--- src/rtl/regfile_write_queue_pkg.sv ---
// Shared processor parameters for the register file and its write queue.
package regfile_write_queue_pkg;

   localparam int RF_DATA_W   = 16;
   localparam int RF_ADDR_W   = 4;
   localparam int RF_WQ_DEPTH = 4;

endpackage

--- src/rtl/regfile_write_queue_fifo.sv ---
// Two-push, one-pop circular buffer of {reg, data} entries for the write queue.
module wq_fifo #(
   parameter int DEPTH = 4,
   parameter int W     = 20
) (
   input  logic                        clk,
   input  logic                        rst,
   input  logic                        i_push0,
   input  logic [W-1:0]                i_data0,
   input  logic                        i_push1,
   input  logic [W-1:0]                i_data1,
   input  logic                        i_pop,
   output logic [W-1:0]                o_head,
   output logic [$clog2(DEPTH):0]      o_count,
   output logic [DEPTH-1:0]            o_slot_vld,
   output logic [DEPTH-1:0][W-1:0]     o_slots
);

   localparam int PW = $clog2(DEPTH);
   localparam int CW = PW + 1;

   logic [W-1:0]  r_mem [DEPTH];
   logic [PW-1:0] r_wptr;
   logic [PW-1:0] r_rptr;
   logic [CW-1:0] r_count;
   logic [PW-1:0] w_wptr1;
   logic          w_pop;

   // Port 1 lands behind port 0 when both push, keeping port-0 data older.
   assign w_wptr1 = r_wptr + PW'(i_push0);
   assign w_pop   = i_pop && (r_count != '0);

   always_ff @(posedge clk) begin
      if (i_push0) r_mem[r_wptr]  <= i_data0;
      if (i_push1) r_mem[w_wptr1] <= i_data1;
   end

   always_ff @(posedge clk or posedge rst) begin
      if (rst) begin
         r_wptr  <= '0;
         r_rptr  <= '0;
         r_count <= '0;
      end else begin
         r_wptr  <= r_wptr + PW'(i_push0) + PW'(i_push1);
         r_rptr  <= r_rptr + PW'(w_pop);
         r_count <= r_count + CW'(i_push0) + CW'(i_push1) - CW'(w_pop);
      end
   end

   assign o_head  = r_mem[r_rptr];
   assign o_count = r_count;

   // A slot is live when its distance from the read pointer is below occupancy.
   for (genvar g = 0; g < DEPTH; g++) begin : g_slot
      logic [PW-1:0] w_off;
      assign w_off         = PW'(g) - r_rptr;
      assign o_slot_vld[g] = CW'(w_off) < r_count;
      assign o_slots[g]    = r_mem[g];
   end

endmodule

--- src/rtl/regfile_write_queue.sv ---
// Merges load and ALU results into one register-file write port; loads win the last free slot.
module regfile_write_queue
   import regfile_write_queue_pkg::*;
#(
   parameter int DEPTH  = RF_WQ_DEPTH,
   parameter int DATA_W = RF_DATA_W,
   parameter int ADDR_W = RF_ADDR_W
) (
   input  logic                     clk,
   input  logic                     rst,
   input  logic                     mem_valid,
   output logic                     mem_ready,
   input  logic [ADDR_W-1:0]        mem_reg,
   input  logic [DATA_W-1:0]        mem_data,
   input  logic                     alu_valid,
   output logic                     alu_ready,
   input  logic [ADDR_W-1:0]        alu_reg,
   input  logic [DATA_W-1:0]        alu_data,
   output logic                     WriteReg,
   output logic [ADDR_W-1:0]        DstReg,
   output logic [DATA_W-1:0]        DstData,
   output logic [(1<<ADDR_W)-1:0]   pending_mask,
   output logic [$clog2(DEPTH):0]   count,
   output logic                     full,
   output logic                     empty
);

   localparam int CW   = $clog2(DEPTH) + 1;
   localparam int EW   = ADDR_W + DATA_W;
   localparam int NREG = 1 << ADDR_W;

   logic [CW-1:0]            w_count;
   logic [CW-1:0]            w_free;
   logic                     w_mem_push;
   logic                     w_alu_push;
   logic [EW-1:0]            w_head;
   logic [DEPTH-1:0]         w_slot_vld;
   logic [DEPTH-1:0][EW-1:0] w_slots;

   assign w_free = CW'(DEPTH) - w_count;

   // Readies look only at start-of-cycle occupancy, so a full queue stalls
   // both sources for the cycle even though its head drains.
   always_comb begin
      mem_ready = 1'b0;
      alu_ready = 1'b0;
      if (!rst) begin
         if (w_free >= CW'(2)) begin
            mem_ready = 1'b1;
            alu_ready = 1'b1;
         end else if (w_free == CW'(1)) begin
            mem_ready = 1'b1;
            alu_ready = !mem_valid;
         end
      end
   end

   assign w_mem_push = mem_valid && mem_ready;
   assign w_alu_push = alu_valid && alu_ready;

   wq_fifo #(.DEPTH(DEPTH), .W(EW)) u_fifo (
      .clk        (clk),
      .rst        (rst),
      .i_push0    (w_mem_push),
      .i_data0    ({mem_reg, mem_data}),
      .i_push1    (w_alu_push),
      .i_data1    ({alu_reg, alu_data}),
      .i_pop      (WriteReg),
      .o_head     (w_head),
      .o_count    (w_count),
      .o_slot_vld (w_slot_vld),
      .o_slots    (w_slots)
   );

   assign count    = w_count;
   assign empty    = (w_count == '0);
   assign full     = (w_count == CW'(DEPTH));
   assign WriteReg = !empty;
   assign DstReg   = empty ? '0 : w_head[EW-1:DATA_W];
   assign DstData  = empty ? '0 : w_head[DATA_W-1:0];

   always_comb begin
      pending_mask = '0;
      for (int i = 0; i < DEPTH; i++) begin
         if (w_slot_vld[i]) pending_mask[w_slots[i][EW-1:DATA_W]] = 1'b1;
      end
   end

   logic [NREG-1:0] w_unused_chk;
   assign w_unused_chk = pending_mask;

endmodule

--- config.mk ---
export PLATFORM = sky130hd
export DESIGN_NAME = regfile_write_queue
export DESIGN_NICKNAME = d
export VERILOG_FILES = /design/src/rtl/regfile_write_queue_pkg.sv /design/src/rtl/regfile_write_queue_fifo.sv /design/src/rtl/regfile_write_queue.sv
export SDC_FILE = /design/constraint.sdc
export NUM_CORES = 1
export LEC_CHECK = 0
export BUFFER_PORTS_ARGS = -buffer_cell sky130_fd_sc_hd__buf_4
export CORE_MARGIN = 2
export CORE_UTILIZATION = 40
export DETAILED_ROUTE_END_ITERATION = 12
export GPL_ROUTABILITY_DRIVEN = 0
export PLACE_DENSITY = 0.68
export SETUP_SLACK_MARGIN = 0.1
export SYNTH_ARGS = -nofsm -noshare
export SYNTH_HDL_FRONTEND = slang
export SYNTH_HIERARCHICAL = 1
export SYNTH_SLANG_ARGS = --single-unit
--- constraint.sdc ---
create_clock -name clk -period 4.5 [get_ports clk]
set_input_delay 0.675 -clock clk [delete_from_list [all_inputs] [get_ports clk]]
set_output_delay 0.675 -clock clk [all_outputs]
set_load 0.01 [all_outputs]
# == After elaboration in Yosys (flattened, before gate mapping) ==
# Memory sizes are Yosys's and may differ from the RTL's.
# Index checks and enable logic that the tools add are counted.
# Widths: inputs -> output; s select.
# word_totals
input_bits,44
out_inout_bits,44
register_bits,7
n_memories,1
ram_bits,80
# classes
bitwise,3
n_reduce_logical,11
magnitude_cmp,13
n_mux,24
addsub,11
n_eq_ne,2
# mem_list
memory,depth,word_bits,rd,rd_ports_with_merged_regs,write_ports,line,source
u_fifo.r_mem,4,20,5,0,2,regfile_write_queue_fifo.sv:22,logic [W-1:0] r_mem [DEPTH];
# ops
op,n
$mux 16,5
$or 16x16->16,3
$lt 4x5->1 const B,4
$demux 1 s4,4
$ge 4x1->1 const B,4
$mux 1,14
$lt 2x3->1,4
$logic_and 1x1->1,7
$add 2x1->2,3
$add 3x1->3,2
$mux 4,1
$sub 1x2->2 const A,2
$sub 2x2->2 const A,2
$eq 3x1->1 const B,1
$eq 3x3->1 const B,1
$ge 3x2->1 const B,1
$logic_not 3->1,1
$reduce_bool 3->1,1
$sub 3x1->3,1
$sub 3x3->3 const A,1
$logic_not 1->1,2

# == Depth between registers and ports, before layout ==
# Gate-level depths: netlist of the first run.
# depth
ltp_word,11
ltp_mapped,13

# == Hierarchy ==
# Netlist of the first run, hierarchy kept.
# by_module_without_submodules
mod,seq_area_each_um2,cells_per_inst,area_per_inst_um2,n_inst
wq_fifo,2577.5,245,4408.0,1
regfile_write_queue,0.0,110,763.2,1

# == Least setup slack after synthesis of the first run ==
# OpenSTA, ideal clock, no wires.
# synth_timing
path_kind,flip-flop to flip-flop
startpoint,reg u_fifo.r_count[0] (netlist: u_fifo/o_count[0])
endpoint,mem u_fifo.r_mem[0][0] (enable)
setup_ps,352
stages_incl_launch_ff,12
arrival_ps,2953
slack_ps,1195
path_cell_list,dfrtp_1 -> inv_1 -> ha_1 -> ha_1 -> nor3b_1 -> a21oi_1 -> and2_1 -> ha_1 -> xnor2_2 -> nor3b_4 -> buf_6 -> a31o_2
# synth_lines
item,line,source
from (decl),regfile_write_queue_fifo.sv:25,logic [CW-1:0] r_count;
from (signal assigned),regfile_write_queue_fifo.sv:46,r_count <= r_count + CW'(i_push0) + CW'(i_push1) - CW'(w_pop);
to (decl),regfile_write_queue_fifo.sv:22,

==> flow_summary.json, run 1 <==
{
  "status": "complete, no violations",
  "io_pins": 88,
  "ys_seq_area_share_pct": 49.8,
  "placed_area_sq_um": 5990,
  "setup-tns-final_ns": 0,
  "syn_area_sq_um": 5170,
  "cts_inserted_buffers": 9,
  "die_area_sq_um": 13900,
  "maxSlewViolCount": 0,
  "start_util_pct": 41.0,
  "slowest_stage": "a31o_2",
  "routed_wl_mm": 12.0,
  "hp-class": "in2async",
  "nNetsFinal": 503,
  "gr-usage-all-layers_pct": 17.5,
  "syn_to_final_growth_pct": 21.2,
  "drt-vias-per-instance": 5.54,
  "avgSynthCellArea_sq_um": 14.6,
  "grt_setup_unrepaired": "false",
  "antenna_found_initial": 0,
  "worst_slack_ns": 0.701,
  "finalCritPeriodShare_pct": 84.4,
  "syn-num-nets": 414,
  "io_buffers": 87,
  "fin_cells": 620,
  "n_fill_cell": 1151,
  "synth_top_area_share_pct": 46.5,
  "postCtsHoldBufs": 0,
  "crit_type": "reg2reg",
  "path_cells": "inv_1, ha_1, ha_1, nor3b_1, a21oi_1, and2_1, ha_1, xnor2_2, nor3b_4, buf_4, a31o_2",
  "yosysUniqueCellTypes": 45,
  "synthArstFlopShare_pct": 8.05,
  "power.density_nw_per_um2": 655,
  "synth_top_area_cell": "edfxtp_1",
  "synth_edf_count": 80,
  "grt_pass1_vias": 3551,
  "post-cts-setup-buffers": 0,
  "synthCells": 355,
  "startpoint_type": "flip-flop",
  "skew_ns": 0.00791,
  "drc": 0,
  "slew_headroom_pct": 27.4,
  "ctsResizeCount": 0,
  "required_ns": 4.47,
  "whs_ns": 0.278,
  "hpwl_mm": 8.10,
  "fin_crit_ns": 3.80,
  "final_antenna_net_count": 0,
  "cts.path.max_buffers": 2,
  "num_rows": 41,
  "cp_max_fo": 20,
  "fin_area_sq_um": 6270,
  "ys_warn_count": 6,
  "cts_tree": "done",
  "endpoint_kind": "flip-flop",
  "grt_first_pass_wirelength_mm": 18.9,
  "vias": 3437,
  "pre_cts_ws_ns": 0.697,
  "final-hold-violation-count": 0,
  "clk_pin_slew_ns": 0.06,
  "maxCapViolCount": 0,
  "dr.pass1.iters": 5,
  "yosys.cell_count.top_type": "edfxtp_1",
  "fmax_mhz": 263,
  "grt_max_degree": 25,
  "max-vdd-ir-drop_mv": 0.256,
  "die_w_um": 118,
  "clock_latency_ns": 0.34,
  "core_sq_um": 12600,
  "max_stage_delay_ns": 0.53,
  "setup_viol": 0,
  "cts-root-buf": "clkbuf_16",
  "critPathTopFamily": "adder cells",
  "cts.sinks": 87,
  "synthTopCellsByArea": "edfxtp_1 (46%), mux2_2 (17%), mux4_2 (8.7%)",
  "n_antenna_cell": 0,
  "critical_path_buf_inv_count": 2,
  "avgRoutedWirePerCell_um": 19.4,
  "power_leakage_nw": 2.32,
  "synth-seq-cells": 87,
  "first_iter_violations": 346,
  "cpMostUsedCell": "ha_1",
  "worst_slew_pin_slew_ns": 1.09,
  "dp.cells": 605,
  "drive_above_1_share_pct": 49.3,
  "die_height_um": 118,
  "yosys-top-cells-count": "edfxtp_1 (80), mux2_2 (77), nor2b_1 (23)",
  "grt_overflow_total": 0,
  "synth_top_flop_cell": "edfxtp_1",
  "htreeDepth": 3,
  "cp.arrival_ns": 3.77
}
-- kinds of logic (layout without fill, tap and decap cells) --
family	count (synthesis)	count (layout)	synth area share (%)
mux	100	100	26.1
flops	87	87	49.8
simple gates	70	70	8.73
compound gates	44	44	6.87
buf+inv	33	126	3.34
fa+ha+maj	15	15	3.92
xor+xnor	6	6	1.16
-- state kept, by name (all words and copies together), names as in the netlist --
name            count
u_fifo/o_count      3
u_fifo/r_rptr       2
u_fifo/r_wptr       2
u_fifo/r_mem       80
-- final timing paths --
kind                                   start                  to  cells after the start  slack [ns]
max in group asynchronous                rst    u_fifo/r_rptr[1]                      2        4.01
min in group clk                 alu_data[9]  u_fifo/r_mem[3][9]                      2        0.67
hold reg to reg            u_fifo/o_count[0]   u_fifo/o_count[0]                      1        0.75
setup reg to reg           u_fifo/o_count[0]  u_fifo/r_mem[0][2]                     11        0.70
hold / removal                           rst    u_fifo/r_wptr[0]                      2        0.28
setup / recovery           u_fifo/o_count[0]  u_fifo/r_mem[0][2]                     11        0.70
-- layout make-up --
class / count / area [sq um] / area share [%]
clock inverters: 4 / 47.5 / 0.758
clock buffers: 11 / 233 / 3.71
flip-flops and latches: 87 / 2580 / 41.1
repair buffers: 93 / 698 / 11.1
inverters: 18 / 67.6 / 1.08
well taps: 172 / 215 / 3.43
multi-input cells: 235 / 2430 / 38.8
-- through the flow --
step / total power [mW] / util [%]
global route: 4.37 / 49.7
floorplan: 2.64 / -
global placement: 3.37 / 47.5
detailed placement: 3.43 / 47.5
finish: 4.11 / 49.7
CTS: 4.15 / 49.7
-- worst register-to-register path: stages, from the launching register on --
cell,delay [ns]
dfrtp_1,0.50
inv_1,0.12
ha_1,0.25
ha_1,0.27
nor3b_1,0.25
a21oi_1,0.12
and2_1,0.25
ha_1,0.27
xnor2_2,0.34
nor3b_4,0.27
buf_4,0.25
a31o_2,0.53
-- report_power, final --
part | switching, mW | internal (mW) | leakage [nW]
registers | 0.124 | 1.17 | 0.814
clock network | 0.287 | 0.425 | 0.135
logic | 1.07 | 1.04 | 1.37
total | 1.48 | 2.63 | 2.32
-- placed cells by master, fill, tap and decap left out, types with 2 or more instances in the layout --
cell type / instances
buf_4: 93
edfxtp_1: 80
mux2_2: 77
nor2b_1: 23
mux4_2: 20
inv_1: 18
ha_1: 13
o221ai_1: 9
clkbuf_16: 9
nand2_1: 7
a22oi_1: 7
dfrtp_1: 7
a21oi_1: 6
nor2_1: 5
o22ai_1: 5
a221o_1: 5
or2_2: 5
nand2b_1: 4
nand3b_1: 4
and2_1: 4
xnor2_1: 4
a31o_2: 4
a32oi_1: 3
nor3b_1: 3
mux2_1: 3
or2b_1: 2
nand3_1: 2
and3_1: 2
and3b_1: 2
or3b_4: 2
clkbuf_1: 2
clkinv_2: 2
fa_1: 2
-- per-layer routing --
layer | vias up | track usage [%] | part of all wire [%]
li1 | 1584 | - | -
met1 | 1680 | 22.9 | 44
met2 | 156 | 29.0 | 48
met3 | 17 | 4.36 | 6.6
met4 | 0 | 4.52 | 1.3
met5 | - | 0 | 0
(Power assumes the default switching activity.)
==> run 2, diff against run 1 <==
- PLACE_DENSITY: 0.68 -> 0.7
- clock period: 4.5 -> 3.32 ns (I/O delays scaled with it)
==> run 2 against run 1 <==
- final area is 3.2% higher
- hold slack worse by 0.15 ns
- non-clock buffer count is 17 higher
- die area stayed put
- combinational power is 44% higher
- via count is 1.8% higher
- global-route usage is 1.1 points higher
- sequential cell count stayed put
- wire length is 4.6% higher
- utilization is 1.6 points higher
- final cell count is 2.9% higher
- critical path depth is 3 lower
- critical path type is now reg2out
- critical endpoint is now pending_mask[0]
==> flow_summary.json, run 2 (same netlist as run 1, synthesis figures left out) <==
{
  "internal_power_mw": 3.71,
  "drc": 0,
  "vias": 3500,
  "wl_met1_mm": 5.35,
  "seq_area_sq_um": 2580,
  "gr-usage-all-layers_pct": 18.6,
  "drt-vias-per-instance": 5.49,
  "die_w_um": 118,
  "p_switching_mw": 2.10,
  "num_rows": 41,
  "grt_first_pass_wirelength_mm": 20.2,
  "power_frac_comb_pct": 52.2,
  "rrSetupSlack_ns": 0.28,
  "n_antenna_cell": 0,
  "startpoint_type": "flip-flop",
  "grt_overflow_total": 0,
  "postCtsHoldBufs": 0,
  "grt_setup_unrepaired": "false",
  "io_buffers": 87,
  "nNetsFinal": 520,
  "setup_viol": 0,
  "grt_max_degree": 22,
  "start_util_pct": 41.0,
  "status": "complete, no violations",
  "syn_to_final_growth_pct": 25.1,
  "slew_headroom_pct": 55.5,
  "required_ns": 2.82,
  "power_leakage_nw": 2.43,
  "setup-tns-final_ns": 0,
  "netSwitchingFraction_pct": 36.1,
  "fin_area_sq_um": 6470,
  "cp.arrival_ns": 2.62,
  "cts-root-buf": "clkbuf_16",
  "hpwl_mm": 8.67,
  "htreeDepth": 3,
  "regMostFlops": "u_fifo/r_mem",
  "largest_reg_flops": 80,
  "cts.path.max_buffers": 2,
  "maxSlewViolCount": 0,
  "first_iter_violations": 304,
  "wl_met3_um": 708,
  "final_antenna_net_count": 0,
  "multiInputGateArea_sq_um": 2450,
  "die_height_um": 118,
  "drive_above_1_share_pct": 53.0,
  "cts.sinks": 87,
  "p_seq_share_pct": 30.3,
  "cts_tree": "done",
  "mostFrequentLayoutCell": "buf_4",
  "final-hold-violation-count": 0,
  "dr.pass1.iters": 4,
  "antenna_found_initial": 0,
  "cts_inserted_buffers": 9,
  "hp-class": "in2async",
  "maxCapViolCount": 0,
  "endpoint_kind": "output port",
  "routed_wl_mm": 12.6,
  "worst_slew_pin_slew_ns": 0.667,
  "fmax_mhz": 320,
  "mostFrequentLayoutCells": "buf_4 (107), edfxtp_1 (80), mux2_2 (77), nor2b_1 (23), mux4_2 (20)",
  "n_fill_cell": 1122,
  "placed_area_sq_um": 6110,
  "r2r_end": "u_fifo/o_count[2]",
  "avgRoutedWirePerCell_um": 19.8,
  "p_clk_share_pct": 17.5,
  "die_area_sq_um": 13900,
  "crit_type": "reg2out",
  "cp_max_fo": 9,
  "topRoutingLayerUsed": "met4",
  "grt_pass1_vias": 3694,
  "skew_ns": 0.00850,
  "met2RoutedLength_mm": 6.34,
  "clock_latency_ns": 0.34,
  "io_pins": 88,
  "r2r_cells": 13,
  "core_sq_um": 12600,
  "finalCritPeriodShare_pct": 94.0,
  "final_util_pct": 51.2,
  "fin_crit_ns": 3.12,
  "reg2reg_from": "u_fifo/o_count[0]",
  "clk_pin_slew_ns": 0.06,
  "power.density_nw_per_um2": 897,
  "max-vdd-ir-drop_mv": 0.336
}
==> run 2: what timing repair did <==
action,CTS,global route
endpoints found under the setup margin,0,92
gates resized for setup,0,7
endpoints found under the hold margin,0,0
buffers inserted,0,4
==> run 2: how the worst max path moves through the flow <==
stage	start	slack, ns	cells past startpoint	to
after detailed placement	u_fifo/o_count[0]	0.20	11	u_fifo/r_mem[0][10]
after floorplan	u_fifo/o_count[0]	0.08	11	u_fifo/r_mem[1][0]
after global routing	u_fifo/r_rptr[1]	0.10	8	pending_mask[0]
after CTS	u_fifo/r_rptr[1]	0.18	9	pending_mask[0]
final	u_fifo/r_rptr[1]	0.20	8	pending_mask[0]
after global placement	u_fifo/o_count[0]	0.28	13	u_fifo/o_count[2]
==> run 2: worst max-delay path, cell delays in order (launching register included) <==
cell and delay, ns:
dfrtp_1 0.56, inv_1 0.08, ha_1 0.30, a21oi_1 0.04
o21bai_1 0.25, nor3b_1 0.60, a22oi_1 0.14, o221ai_1 0.14
buf_4 0.17
==> run 2: power by group through the flow <==
stage                     Combinational, mW  Sequential (mW)  Clock (mW)
after floorplan                        1.86             1.72           0
after global placement                 2.92             1.76           0
after detailed placement               2.97             1.78           0
after CTS                              2.99             1.76        1.04
after global routing                   3.30             1.79        1.07
final                                  3.03             1.76        1.02
==> run 2: per-layer routing <==
| metal | up-vias | GRT usage [%] |
|---|---|---|
| met1 | 1739 | 23.2 |
| met5 | - | 0 |
| met4 | 0 | 6.17 |
| li1 | 1612 | - |
| met2 | 132 | 32.7 |
| met3 | 17 | 3.20 |
==> run 2: final cells by class <==
type / instances / share of cell area (%)
tap: 172 / 3.33
sequential: 87 / 39.9
multi-input combinational: 235 / 37.9
clock buffer: 9 / 3.48
timing repair buffer: 110 / 13.1
inverter: 18 / 1.10
clock inverter: 7 / 1.20
==> run 2: through the flow <==
| step | setup slack [ns] | hold WS, ns | std cells | power [mW] |
|---|---|---|---|---|
| 2_1_floorplan | 0.0841 | 0.301 | 355 | 3.59 |
| 3_3_place_gp | 0.276 | 0.459 | 618 | 4.68 |
| 3_5_place_dp | 0.196 | 0.476 | 618 | 4.75 |
| 4_1_cts | 0.177 | 0.118 | 634 | 5.79 |
| 5_1_grt | 0.103 | 0.144 | 638 | 6.16 |
| 6_report | 0.198 | 0.127 | 638 | 5.80 |
